<file path="src/rtl/bennett_square_clock_pkg.sv">
// Shared definitions for the Bennett clock generator: default sizing and the
// per-phase decode of the step counter.
package bennett_square_clock_pkg;

    localparam int DEFAULT_WIDTH  = 10;
    localparam int DEFAULT_PERIOD = 2 * DEFAULT_WIDTH;
    localparam int DEFAULT_SW     = $clog2(DEFAULT_PERIOD);

    // Level of phase j at step s. The rising half adds phases upward and the
    // falling half releases them downward, so the last phase raised is the first released.
    function automatic logic phase_on(input int unsigned s,
                                      input int unsigned j,
                                      input int unsigned width);
        if (s < width) begin
            return (j <= s);
        end
        return (j < (2 * width - 1 - s));
    endfunction

endpackage

</file>
<file path="src/rtl/bennett_square_clock.sv">
// Multi-phase square-wave Bennett clock: phases rise in ascending order, then
// fall in descending order. Mclk marks the falling half and instFlag marks the idle slot.
module bennett_square_clock
    import bennett_square_clock_pkg::*;
#(
    parameter int WIDTH = DEFAULT_WIDTH
) (
    input  logic             clk,
    input  logic             reset,
    output logic [WIDTH-1:0] clkp,
    output logic             Mclk,
    output logic             instFlag
);

    localparam int PERIOD = 2 * WIDTH;
    localparam int SW     = $clog2(PERIOD);
    localparam logic [SW-1:0] S_LAST = SW'(PERIOD - 1);

    logic [SW-1:0]    s_q, s_d;
    logic [WIDTH-1:0] clkp_q, clkp_d;
    logic             mclk_q, mclk_d;
    logic             inst_q, inst_d;

    always_comb begin
        s_d = s_q + SW'(1);
        if (s_q == S_LAST) begin
            s_d = '0;
        end
    end

    // Outputs decode the next step value so that they register on the same edge as s.
    for (genvar j = 0; j < WIDTH; j++) begin : g_phase
        assign clkp_d[j] = phase_on(32'(s_d), 32'(j), 32'(WIDTH));
    end

    assign mclk_d = (s_d >= SW'(WIDTH));
    assign inst_d = (s_d == S_LAST);

    // Reset parks s on the idle slot, so the first edge after release lands on step 0.
    always_ff @(posedge clk or posedge reset) begin
        if (reset) begin
            s_q    <= S_LAST;
            clkp_q <= '0;
            mclk_q <= 1'b0;
            inst_q <= 1'b0;
        end else begin
            s_q    <= s_d;
            clkp_q <= clkp_d;
            mclk_q <= mclk_d;
            inst_q <= inst_d;
        end
    end

    assign clkp     = clkp_q;
    assign Mclk     = mclk_q;
    assign instFlag = inst_q;

endmodule

</file>
<file path="config.mk">
export PLATFORM = sky130hd
export DESIGN_NAME = bennett_square_clock
export DESIGN_NICKNAME = d
export VERILOG_FILES = /design/src/rtl/bennett_square_clock_pkg.sv /design/src/rtl/bennett_square_clock.sv
export SDC_FILE = /design/constraint.sdc
export NUM_CORES = 1
export LEC_CHECK = 0
export ABC_AREA = 1
export BUFFER_PORTS_ARGS = -buffer_cell sky130_fd_sc_hd__buf_2
export CAP_MARGIN = 20
export CORE_MARGIN = 2
export CORE_UTILIZATION = 55
export CTS_CLUSTER_DIAMETER = 200
export DETAILED_ROUTE_END_ITERATION = 10
export PLACE_DENSITY = 0.77
export SLEW_MARGIN = 20
export SYNTH_ARGS = -nofsm -noshare
export SYNTH_HDL_FRONTEND = slang
export SYNTH_SLANG_ARGS = --single-unit
</file>
<file path="constraint.sdc">
create_clock -name clk -period 2.44 [get_ports clk]
set_input_delay 0.366 -clock clk [delete_from_list [all_inputs] [get_ports clk]]
set_output_delay 0.366 -clock clk [all_outputs]
set_load 0.01 [all_outputs]
</file>
==> results of run 1 <==
sequential cells by signal, summed over array words and instances, names as in the netlist:
signal and cells:
clkp 10, s_q 5, Mclk 1, instFlag 1
area by class of cell:
class / count / area, sq um
Sequential cell: 17 / 429
Fill cell: 156 / 592
Multi-Input combinational cell: 84 / 534
Timing Repair Buffer: 14 / 72.6
Tap cell: 25 / 31.3
Inverter: 21 / 78.8
Clock buffer: 4 / 26.3
cell families (layout without fill, tap and decap cells):
logic type               count (synthesis)  after routing  share of synthesized area
buffers and inverters                   22             39                     0.0861
adder cells (fa/ha/maj)                  9              9                      0.108
AO/OA/AOI/OAI                           19             19                      0.133
AND/OR/NAND/NOR                         56             56                      0.263
flip-flops                              17             17                      0.410
per-layer routing:
layer | track usage | up-vias | part of all wire | wire (um)
li1 | - | 421 | - | -
met1 | 0.277 | 386 | 0.44 | 884
met2 | 0.354 | 24 | 0.48 | 970
met3 | 0.0340 | 5 | 0.057 | 115
met4 | 0.108 | 0 | 0.021 | 43
met5 | 0 | - | 0 | 0
critical path: cells and delay by family (launching register included):
kind	cells	cell delay (ns)
adders and majority gates	3	0.83
DFF	1	0.61
and+or+nand+nor	5	0.47
AOI/OAI and AO/OA	1	0.13
buffers and inverters	1	0.11
where the power goes:
part | internal, mW | total [mW] | switching, mW | leakage [nW]
sequential | 0.282 | 0.282 | 0 | 0.171
clock | 0.0636 | 0.147 | 0.0833 | 0.0150
combinational | 0.000647 | 0.00589 | 0.00524 | 0.354
total | 0.346 | 0.435 | 0.0886 | 0.540
final timing paths:
kind,endpoint,from,slack (ns),cells past startpoint
setup / recovery,clkp[9]$_DFF_PP0_,s_q[0]$_DFF_PP1_,0.18,10
hold / removal,instFlag$_DFF_PP0_,reset,0.13,2
setup reg to reg,clkp[9]$_DFF_PP0_,s_q[0]$_DFF_PP1_,0.18,10
hold reg to reg,s_q[4]$_DFF_PP1_,s_q[4]$_DFF_PP1_,0.67,4
max in group asynchronous,clkp[2]$_DFF_PP0_,reset,1.90,2
min in group clk,s_q[4]$_DFF_PP1_,s_q[4]$_DFF_PP1_,0.67,4
stage by stage:
stage | power [mW] | cell area, sq um | hold WS [ns]
2_1_floorplan | 0.291 | 1050 | 0.290
3_3_place_gp | 0.293 | 1140 | 0.469
3_5_place_dp | 0.294 | 1140 | 0.477
4_1_cts | 0.440 | 1160 | 0.157
5_1_grt | 0.449 | 1170 | 0.186
6_report | 0.435 | 1170 | 0.134
placed cells by master, fill, tap and decap left out, types with 3 or more instances in the layout:
master    instances
dfrtp_1          14
nand2_4           4
o21ai_0           4
dfstp_2           3
o21ai_2           7
nand2_1          26
nor2_1            9
clkbuf_4          3
ha_1              8
nand3_1          11
a21oi_1           5
buf_2            13
inv_1            17
==> metrics.json, run 1 <==
{
  "status": {
    "status": "completed"
  },
  "critical_path": {
    "required_time_at_the_endpoint_of_the_critical_path_ns": 2.62,
    "timing.critical_path.fanout_max": 9,
    "critical-path-slowest-cell": "dfstp_2",
    "endpoint_kind": "register",
    "cp_cell_sequence": "ha_2, nor2_1, nor2_1, nand2_4, ha_1, ha_1, inv_1, nand2_4, o21ai_2, nand2_1",
    "timing.critical_path.from_type": "register",
    "critPathKind": "register to register",
    "critPathArrivalTime_ns": 2.44,
    "max_stage_delay_ns": 0.61
  },
  "clocking": {
    "cts_hold_fix_bufs": 0,
    "worst_setup_hold_path_clk_slew_ns": 0.09,
    "cts_made_buffers": 3,
    "worstSkewPairLatency_ns": 0.29,
    "clk_root_buffer_cell": "clkbuf_4",
    "clock_sinks": 17,
    "htreeDepth": 1,
    "tritoncts": "done",
    "cts_setup_buffers": 0,
    "cts_resized": 0,
    "max-clock-path-buffers": 2
  },
  "sta": {
    "fin_ws_ns": 0.176,
    "grt_setup_unrepaired": "false",
    "maxSlewHeadroom": 0.585,
    "slew_violations": 0,
    "timing.setup.tns_ns": 0,
    "slew_of_the_pin_with_the_lowest_slew_margin_ns": 0.622,
    "post-route-min-period_ns": 2.26,
    "timing.fmax_mhz": 442,
    "period_share": 0.928,
    "finalHoldViolCount": 0,
    "clock_skew_ns": 0.00591,
    "setup-violations-final": 0
  },
  "detailed_routing": {
    "drt.antenna.violating_nets": 0,
    "drc": 0,
    "vias": 836,
    "route.detailed.vias_per_inst": 5.07,
    "detail_route.first_pass.iterations": 5,
    "postRouteWirelength_mm": 2.01,
    "wl_per_cell_um": 12.2,
    "detail_route.iter0.violations": 27
  },
  "run": {
    "max_cap_viol_count": 0
  },
  "floorplan": {
    "die_y_um": 47.6,
    "die-width_um": 47.6,
    "dieArea_sq_um": 2270,
    "initial_core_utilization": 0.593,
    "placementRows": 15,
    "floorplan.io_pins": 14,
    "core_region_area_sq_um": 1760
  },
  "global_route": {
    "grtUsageTotal": 0.216,
    "grt_antenna_before_repair": 0,
    "overflow": 0,
    "global_route_wire_length_before_repair_mm": 3.30,
    "largest_net_degree_at_the_start_of_global_routing": 18,
    "first_global_vias": 741
  },
  "synthesis": {
    "postSynth.topFlopCell": "dfrtp_1",
    "synth_top_area_share": 0.335,
    "synth_most_common_cell": "nand2_1",
    "synth_top_cell_by_area": "dfrtp_1",
    "synth_top_cells_by_count": "nand2_1, inv_1, dfrtp_1",
    "synthesis.area_sq_um": 1050,
    "avgSynthCellArea_sq_um": 8.50,
    "synth_seq_area_share": 0.410,
    "synthesis.instances": 123,
    "mapped_nets": 134,
    "ys_ff_latch": 17,
    "synthArstFlopShare": 1.00,
    "yosys-top-cells-area": "dfrtp_1, ha_1, nand2_1, dfstp_2, inv_1",
    "post_synth_cell_types": 22,
    "number_of_enable_type_register_cells_in_the_synthesized_netlist": 0,
    "yosysWarnings": 0
  },
  "worst_hold_path": {
    "min-delay-path-class": "primary input to asynchronous set/reset pin"
  },
  "layout": {
    "final_nets": 152,
    "synth_to_final_area_change_pct": 12.1,
    "antenna-diode-count": 0,
    "final_cell_count_no_fill": 165,
    "layout-drive-gt1-share": 0.293,
    "fin_util": 0.665
  },
  "place": {
    "globalplace.congestion": 0.858,
    "number_of_cells_after_detailed_placement": 161,
    "portBuffers": 13,
    "dp_worst_setup_slack_ns": 0.134,
    "dp.final_hpwl_mm": 1.49
  },
  "pwr": {
    "irDropWorstVdd_v": 0.000241,
    "power_leakage_nw": 0.540,
    "power.density_nw_per_um2": 371
  }
}
(Power assumes the default switching activity.)
==> run 2, diff against run 1 <==
- ABC_AREA: 1 -> not set
- CORE_UTILIZATION: 55 -> 56
==> run 2 against run 1 <==
  * First-iteration DRC count up 110%
  * Flip-flop and latch count stayed put
  * Sequential power about the same
  * Critical path type unchanged
==> metrics.json, run 2 <==
{
  "synthesis": {
    "post_synth_fa_ha_maj_area_fraction": {"value": 0.0974, "change": "-0.0103"},
    "avgSynthCellArea": {"value": 9.97, "unit": "sq um", "change": "+17%"},
    "synth_seq_area_share": {"value": 0.371, "change": "-0.0391"},
    "synthesis.instances": {"value": 116, "change": "-5.7%"},
    "muxShareOfSynthArea": {"value": 0.0346, "change": "+0.0346"},
    "synthesis.area": {"value": 1160, "unit": "sq um", "change": "+11%"},
    "yosysWarnings": {"value": 0, "change": "unchanged"},
    "synthSimpleGateAreaFrac": {"value": 0.149, "change": "-0.114"},
    "synth_top_area_share": {"value": 0.303, "change": "-0.0319"},
    "yosys-top-cells-area": "dfrtp_1, ha_1, dfstp_2, a21oi_1, mux2i_1",
    "combinational_family_with_the_most_area_after_synthesis": "compound AO/OA/AOI/OAI gates",
    "yosys.area_share.xor_xnor": {"value": 0.0152, "change": "+0.0152"},
    "synth_compound_gate_area_share": {"value": 0.248, "change": "+0.115"},
    "synth_most_common_cell": "dfrtp_1",
    "synthArstFlopShare": {"value": 1.00, "change": "unchanged"},
    "synth_top_cells_by_count": "dfrtp_1, inv_1, a21oi_1, ha_1, nor2_1",
    "mapped_nets": {"value": 127, "change": "-5.2%"},
    "number_of_enable_type_register_cells_in_the_synthesized_netlist": {"value": 0, "change": "unchanged"},
    "ys_ff_latch": {"value": 17, "change": "unchanged"},
    "synth_top_cell_by_area": "dfrtp_1",
    "post_synth_cell_types": {"value": 45, "change": "+100%"},
    "postSynth.topFlopCell": "dfrtp_1"
  },
  "layout": {
    "mostFrequentLayoutCells": "buf_4, dfrtp_1, buf_2",
    "synth_to_final_area_change_pct": 29.3,
    "largest_register_ff_count": {"value": 10, "change": "unchanged"},
    "finalInstanceArea": {"value": 1500, "unit": "sq um", "change": "+28%"},
    "n_fill_cell": {"value": 134, "change": "-14%"},
    "antenna-diode-count": {"value": 0, "change": "unchanged"},
    "final_nets": {"value": 162, "change": "+6.6%"},
    "layout-drive-gt1-share": {"value": 0.413, "change": "+0.120"},
    "layout_commonest_cell": "buf_4"
  },
  "sta": {
    "finalHoldViolCount": {"value": 0, "change": "unchanged"},
    "period_share": {"value": 0.990, "change": "+0.0618"},
    "slew_violations": {"value": 0, "change": "unchanged"},
    "post-route-min-period": {"value": 2.41, "unit": "ns", "change": "+0.151 ns"},
    "slew_of_the_pin_with_the_lowest_slew_margin": {"value": 0.769, "unit": "ns", "change": "+0.147 ns"},
    "maxSlewHeadroom": {"value": 0.485, "change": "-0.0998"},
    "setup-violations-final": {"value": 0, "change": "unchanged"},
    "timing.fmax": {"value": 414, "unit": "MHz", "change": "-6.2%"},
    "grt_setup_unrepaired": "true",
    "clock_skew": {"value": 0.00616, "unit": "ns", "change": "+0.000248 ns"}
  },
  "clocking": {
    "tritoncts": "done",
    "max-clock-path-buffers": {"value": 2, "change": "unchanged"},
    "worst_setup_hold_path_clk_slew": {"value": 0.11, "unit": "ns", "change": "+0.02 ns"},
    "htreeDepth": {"value": 1, "change": "unchanged"},
    "clk_root_buffer_cell": "clkbuf_4",
    "worstSkewPairLatency": {"value": 0.30, "unit": "ns", "change": "about the same"},
    "cts_made_buffers": {"value": 3, "change": "unchanged"},
    "clock_sinks": {"value": 17, "change": "unchanged"},
    "cts_hold_fix_bufs": {"value": 0, "change": "unchanged"}
  },
  "global_route": {
    "overflow": {"value": 0, "change": "unchanged"},
    "grtUsageTotal": {"value": 0.260, "change": "+0.0442"},
    "first_global_vias": {"value": 986, "change": "+33%"},
    "largest_net_degree_at_the_start_of_global_routing": {"value": 18, "change": "unchanged"},
    "global_route_wire_length_before_repair": {"value": 4.79, "unit": "mm", "change": "+45%"},
    "grt_antenna_before_repair": {"value": 0, "change": "unchanged"}
  },
  "critical_path": {
    "critPathArrivalTime": {"value": 2.59, "unit": "ns", "change": "+0.15 ns"},
    "timing.critical_path.from_type": "register",
    "endpoint_kind": "register",
    "required_time_at_the_endpoint_of_the_critical_path": {"value": 2.62, "unit": "ns", "change": "about the same"},
    "critPathKind": "register to register",
    "timing.critical_path.fanout_max": {"value": 7, "change": "-2"}
  },
  "pwr": {
    "irDropWorstVdd": {"value": 0.000271, "unit": "V", "change": "+13%"},
    "power_leakage": {"value": 0.631, "unit": "nW", "change": "+17%"},
    "power.density": {"value": 298, "unit": "nW/um^2", "change": "-20%"},
    "finalPower": {"value": 445, "unit": "uW", "change": "+2.4%"}
  },
  "floorplan": {
    "floorplan.io_pins": {"value": 14, "change": "unchanged"},
    "core_region_area": {"value": 1960, "unit": "sq um", "change": "+11%"},
    "initial_core_utilization": {"value": 0.589, "change": "-0.00362"},
    "placementRows": {"value": 16, "change": "+1"},
    "die-width": {"value": 49.4, "unit": "um", "change": "+3.8%"},
    "dieArea": {"value": 2440, "unit": "sq um", "change": "+7.8%"},
    "die_y": {"value": 49.4, "unit": "um", "change": "+3.8%"}
  },
  "detailed_routing": {
    "route.detailed.vias_per_inst": {"value": 6.09, "change": "+20%"},
    "wl_per_cell": {"value": 16.6, "unit": "um", "change": "+36%"},
    "drc": {"value": 0, "change": "unchanged"},
    "detail_route.iter0.violations": {"value": 56, "change": "+110%"},
    "detail_route.first_pass.iterations": {"value": 4, "change": "-1"},
    "drt.antenna.violating_nets": {"value": 0, "change": "unchanged"},
    "vias": {"value": 1078, "change": "+29%"},
    "postRouteWirelength": {"value": 2.94, "unit": "mm", "change": "+46%"}
  },
  "place": {
    "portBuffers": {"value": 13, "change": "unchanged"},
    "placed_cell_area": {"value": 1370, "unit": "sq um", "change": "+20%"},
    "globalplace.congestion": {"value": 0.877, "change": "+2.2%"},
    "dp.final_hpwl": {"value": 1.99, "unit": "mm", "change": "+34%"}
  },
  "run": {
    "max_cap_viol_count": {"value": 0, "change": "unchanged"}
  },
  "worst_hold_path": {
    "min-delay-path-class": "primary input to asynchronous set/reset pin"
  },
  "status": {
    "status": "completed"
  }
}
run 2: cell types whose count changed after synthesis, sizes merged, moves of 3 or more:
cell    change
mux2i       +4
o21ai       -6
nand3       -9
inv         -9
buf         +5
nand2b      +3
nor4        +3
a21oi       +4
nand2      -27
nor2        -4
run 2: critical path: stages (launching register included):
cell     delay (ns)
dfstp_2        0.61
ha_4           0.18
and2b_2        0.24
a21oi_4        0.14
ha_4           0.16
ha_4           0.19
a311o_2        0.37
or4_1          0.40
run 2: where the power goes:
group	total, mW	leakage, nW	internal, mW	switching, mW
logic	0.00596	0.443	0.000648	0.00531
clock network	0.157	0.0177	0.0611	0.0963
registers	0.282	0.171	0.282	0
total	0.445	0.631	0.344	0.102
run 2: cells by family after synthesis:
family / Yosys count
flops: 17
xor+xnor: 2
buf+inv: 17
compound gates: 37
simple gates: 30
mux: 4
fa+ha+maj: 9
run 2: final timing paths:
path | from | to | cells after the start | slack, ns
max reg2reg | s_q[1]$_DFF_PP1_ | clkp[0]$_DFF_PP0_ | 7 | 0.03
min in group clk | s_q[0]$_DFF_PP1_ | s_q[3]$_DFF_PP0_ | 3 | 0.76
max | s_q[1]$_DFF_PP1_ | clkp[0]$_DFF_PP0_ | 7 | 0.03
max in group asynchronous | reset | clkp[4]$_DFF_PP0_ | 2 | 1.91
min reg2reg | s_q[0]$_DFF_PP1_ | s_q[3]$_DFF_PP0_ | 3 | 0.76
min | reset | clkp[7]$_DFF_PP0_ | 2 | 0.13
run 2: final cells by class:
| type | instances | area, sq um | share of cell area |
|---|---|---|---|
| Sequential cell | 17 | 429 | 0.287 |
| Clock buffer | 3 | 22.5 | 0.0151 |
| Inverter | 11 | 41.3 | 0.0276 |
| Tap cell | 27 | 33.8 | 0.0226 |
| Clock inverter | 1 | 5.00 | 0.00335 |
| Multi-Input combinational cell | 82 | 709 | 0.474 |
| Timing Repair Buffer | 36 | 254 | 0.170 |
run 2: timing repair:
action / 4_1_cts / 5_1_grt
gates resized for setup: 0 / 6
buffers inserted: 4 / 4
setup endpoints to repair: 4 / 5
gates cloned: 0 / 0
run 2: per-stage QoR:
step           setup TNS (ns)  std cells   util  hold WS [ns]  setup WS [ns]
4_1_cts                     0        173  0.734         0.146        0.00209
6_report                    0        177  0.762         0.127         0.0255
5_1_grt                -0.124        177  0.762         0.190        -0.0552
3_3_place_gp                0        165  0.698         0.455         0.0595
2_1_floorplan         -0.0552        116      -         0.290        -0.0552
3_5_place_dp         -0.00415        165  0.698         0.484       -0.00415
run 2: metal layers:
metal	wire length, um	vias up	part of all wire	GRT usage
met5	0	-	0	0
met1	1190	505	0.41	0.348
met4	101	0	0.034	0.0880
li1	-	491	-	-
met3	220	14	0.075	0.0491
met2	1420	68	0.48	0.426
==> run 3, diff against run 2 <==
- PLACE_DENSITY: 0.77 -> 0.8
- SLEW_MARGIN: 20 -> not set
==> run 3 against run 2 <==
  * Clock power about the same
  * Combinational power increased by 1%
  * Maximum frequency increased by 0.64%
  * First-iteration DRC count decreased by 32%
  * Utilization decreased by 2.0 points
  * Routed wire length decreased by 5.5%
  * Final cell count decreased by 1.1%
  * Register-to-register slack improved by 0.02 ns
  * Global-route usage decreased by 0.64 points
  * Sequential share of layout area increased by 0.76 points
  * Via count decreased by 3.7%
  * Clock-buffer cell count unchanged
==> metrics.json, run 3 (synthesis results as in run 2) <==
{
  "sta": {
    "timing.fmax": {"value": 417, "unit": "MHz", "change": "+0.64%"},
    "fin_ws": {"value": 0.0410, "unit": "ns", "change": "+0.0154 ns"},
    "post-route-min-period": {"value": 2.40, "unit": "ns", "change": "-0.0154 ns"},
    "period_share": {"value": 0.983, "change": "-0.00633"},
    "setup-violations-final": {"value": 0, "change": "unchanged"},
    "maxSlewHeadroom": {"value": 0.575, "change": "+0.0901"},
    "finalHoldViolCount": {"value": 0, "change": "unchanged"},
    "slew_violations": {"value": 0, "change": "unchanged"},
    "slew_of_the_pin_with_the_lowest_slew_margin": {"value": 0.637, "unit": "ns", "change": "-0.132 ns"},
    "clock_skew": {"value": 0.00342, "unit": "ns", "change": "-0.00274 ns"},
    "grt_setup_unrepaired": "true",
    "final.hold.worst_slack": {"value": 0.127, "unit": "ns", "change": "-0.0000210 ns"},
    "timing.setup.tns": {"value": 0, "unit": "ns", "change": "unchanged"}
  },
  "global_route": {
    "overflow": {"value": 0, "change": "unchanged"},
    "grtUsageTotal": {"value": 0.254, "change": "-0.00640"},
    "first_global_vias": {"value": 964, "change": "-2.2%"},
    "grt_antenna_before_repair": {"value": 0, "change": "unchanged"},
    "largest_net_degree_at_the_start_of_global_routing": {"value": 18, "change": "unchanged"},
    "global_route_wire_length_before_repair": {"value": 4.64, "unit": "mm", "change": "-3.0%"}
  },
  "place": {
    "dp_worst_setup_slack": {"value": 0.0113, "unit": "ns", "change": "+0.0155 ns"},
    "globalplace.congestion": {"value": 0.903, "change": "+3.0%"},
    "placed_cell_area": {"value": 1370, "unit": "sq um", "change": "unchanged"},
    "dp.final_hpwl": {"value": 1.98, "unit": "mm", "change": "-0.77%"},
    "portBuffers": {"value": 13, "change": "unchanged"},
    "number_of_cells_after_detailed_placement": {"value": 165, "change": "unchanged"}
  },
  "layout": {
    "mostFrequentLayoutCells": "buf_4, dfrtp_1, buf_2",
    "layout-drive-gt1-share": {"value": 0.392, "change": "-0.0214"},
    "layout_commonest_cell": "buf_4",
    "final_nets": {"value": 160, "change": "-1.2%"},
    "synth_to_final_area_change_pct": 26.0,
    "finalInstanceArea": {"value": 1460, "unit": "sq um", "change": "-2.6%"},
    "largest_register_ff_count": {"value": 10, "change": "unchanged"},
    "final_cell_count_no_fill": {"value": 175, "change": "-1.1%"},
    "antenna-diode-count": {"value": 0, "change": "unchanged"},
    "fin_util": {"value": 0.742, "change": "-0.0198"}
  },
  "critical_path": {
    "worst_setup_path_startpoint": "s_q[1]$_DFF_PP1_",
    "path_delay_family": "compound AO/OA/AOI/OAI gates",
    "critPathKind": "register to register",
    "critPathArrivalTime": {"value": 2.57, "unit": "ns", "change": "-0.02 ns"},
    "max_stage_delay": {"value": 0.61, "unit": "ns", "change": "about the same"},
    "regToRegStartpoint": "s_q[1]$_DFF_PP1_",
    "timing.critical_path.from_type": "register",
    "timing.critical_path.fanout_max": {"value": 7, "change": "unchanged"},
    "critPathBufInv": {"value": 1, "change": "+1"},
    "endpoint_kind": "register",
    "critical-path-slowest-cell": "dfstp_2",
    "cp_cell_sequence": "ha_4, and2b_2, a21oi_4, ha_4, ha_4, a311o_2, buf_4, a21oi_1, mux2i_1",
    "timing.critical_path.mode_cell": "ha_4",
    "required_time_at_the_endpoint_of_the_critical_path": {"value": 2.61, "unit": "ns", "change": "about the same"}
  },
  "pwr": {
    "power_leakage": {"value": 0.615, "unit": "nW", "change": "-2.5%"},
    "power.density": {"value": 307, "unit": "nW/um^2", "change": "+3.1%"},
    "portion_of_total_power_attributed_to_the_clock_network": {"value": 0.356, "change": "+0.003"},
    "irDropWorstVdd": {"value": 0.000305, "unit": "V", "change": "+13%"},
    "seqPwrFrac": {"value": 0.630, "change": "-0.003"},
    "finalPower": {"value": 447, "unit": "uW", "change": "+0.45%"},
    "comb_power_share": {"value": 0.013, "change": "about the same"},
    "cellInternalPower": {"value": 344, "unit": "uW", "change": "about the same"},
    "p_sw_frac": {"value": 0.231, "change": "+0.00319"},
    "switching_power": {"value": 103, "unit": "uW", "change": "+1.9%"}
  },
  "clocking": {
    "cts_made_buffers": {"value": 3, "change": "unchanged"},
    "htreeDepth": {"value": 1, "change": "unchanged"},
    "tritoncts": "done",
    "max-clock-path-buffers": {"value": 2, "change": "unchanged"},
    "worstSkewPairLatency": {"value": 0.30, "unit": "ns", "change": "about the same"},
    "cts_hold_fix_bufs": {"value": 0, "change": "unchanged"},
    "clock_sinks": {"value": 17, "change": "unchanged"},
    "clk_root_buffer_cell": "clkbuf_4",
    "worst_setup_hold_path_clk_slew": {"value": 0.11, "unit": "ns", "change": "about the same"}
  },
  "detailed_routing": {
    "wl_per_cell": {"value": 15.9, "unit": "um", "change": "-4.5%"},
    "route.detailed.vias_per_inst": {"value": 5.93, "change": "-2.6%"},
    "drt.antenna.violating_nets": {"value": 0, "change": "unchanged"},
    "vias": {"value": 1038, "change": "-3.7%"},
    "postRouteWirelength": {"value": 2.77, "unit": "mm", "change": "-5.5%"},
    "detail_route.iter0.violations": {"value": 38, "change": "-32%"},
    "detail_route.first_pass.iterations": {"value": 4, "change": "unchanged"},
    "drc": {"value": 0, "change": "unchanged"}
  },
  "worst_hold_path": {
    "min-delay-path-class": "primary input to asynchronous set/reset pin"
  },
  "status": {
    "status": "completed"
  },
  "floorplan": {
    "placementRows": {"value": 16, "change": "unchanged"},
    "floorplan.io_pins": {"value": 14, "change": "unchanged"},
    "die-width": {"value": 49.4, "unit": "um", "change": "unchanged"},
    "core_region_area": {"value": 1960, "unit": "sq um", "change": "unchanged"},
    "initial_core_utilization": {"value": 0.589, "change": "unchanged"},
    "die_y": {"value": 49.4, "unit": "um", "change": "unchanged"},
    "dieArea": {"value": 2440, "unit": "sq um", "change": "unchanged"}
  },
  "run": {
    "max_cap_viol_count": {"value": 0, "change": "unchanged"}
  }
}
[run 3: cell count changes in the layout (fill, tap and decap cells not counted), sizes merged]
cell  change
buf       -2
[run 3: power groups by stage]
stage / clock network [mW] / logic (mW) / registers [mW]
2_1_floorplan: 0 / 0.00420 / 0.287
3_3_place_gp: 0 / 0.00587 / 0.287
3_5_place_dp: 0 / 0.00653 / 0.287
4_1_cts: 0.160 / 0.00651 / 0.282
5_1_grt: 0.172 / 0.00767 / 0.282
6_report: 0.159 / 0.00602 / 0.282
[run 3: worst register-to-register path: stages (launching register included)]
cell and delay (ns):
dfstp_2 0.61, ha_4 0.17, and2b_2 0.24, a21oi_4 0.14
ha_4 0.16, ha_4 0.19, a311o_2 0.37, buf_4 0.17
a21oi_1 0.12, mux2i_1 0.09
[run 3: final timing paths]
kind                                          end  slack [ns]  cells past startpoint
worst max-delay path            clkp[8]$_DFF_PP0_        0.04                      9
worst min-delay path            clkp[1]$_DFF_PP0_        0.13                      2
worst max register to register  clkp[8]$_DFF_PP0_        0.04                      9
worst min register to register   s_q[3]$_DFF_PP0_        0.76                      3
max in group asynchronous        s_q[3]$_DFF_PP0_        1.90                      2
min in group clk                 s_q[3]$_DFF_PP0_        0.76                      3
[run 3: layout make-up]
| cell class | instances | area (sq um) |
|---|---|---|
| Clock buffer | 3 | 22.5 |
| Clock inverter | 1 | 5.00 |
| Fill cell | 147 | 505 |
| Inverter | 11 | 41.3 |
| Multi-Input combinational cell | 82 | 702 |
| Sequential cell | 17 | 429 |
| Tap cell | 27 | 33.8 |
| Timing Repair Buffer | 34 | 223 |
[run 3: timing repair]
item / 4_1_cts / 5_1_grt
pin swaps: 0 / 0
gates resized for setup: 0 / 2
endpoints found under the setup margin: 2 / 6
setup buffers: 3 / 3
[run 3: metal layers]
layer	GRT usage	wire length, um	up-vias
met5	0	0	-
met4	0.0694	40	0
met3	0.0491	188	6
met2	0.423	1370	52
met1	0.337	1170	488
li1	-	-	492
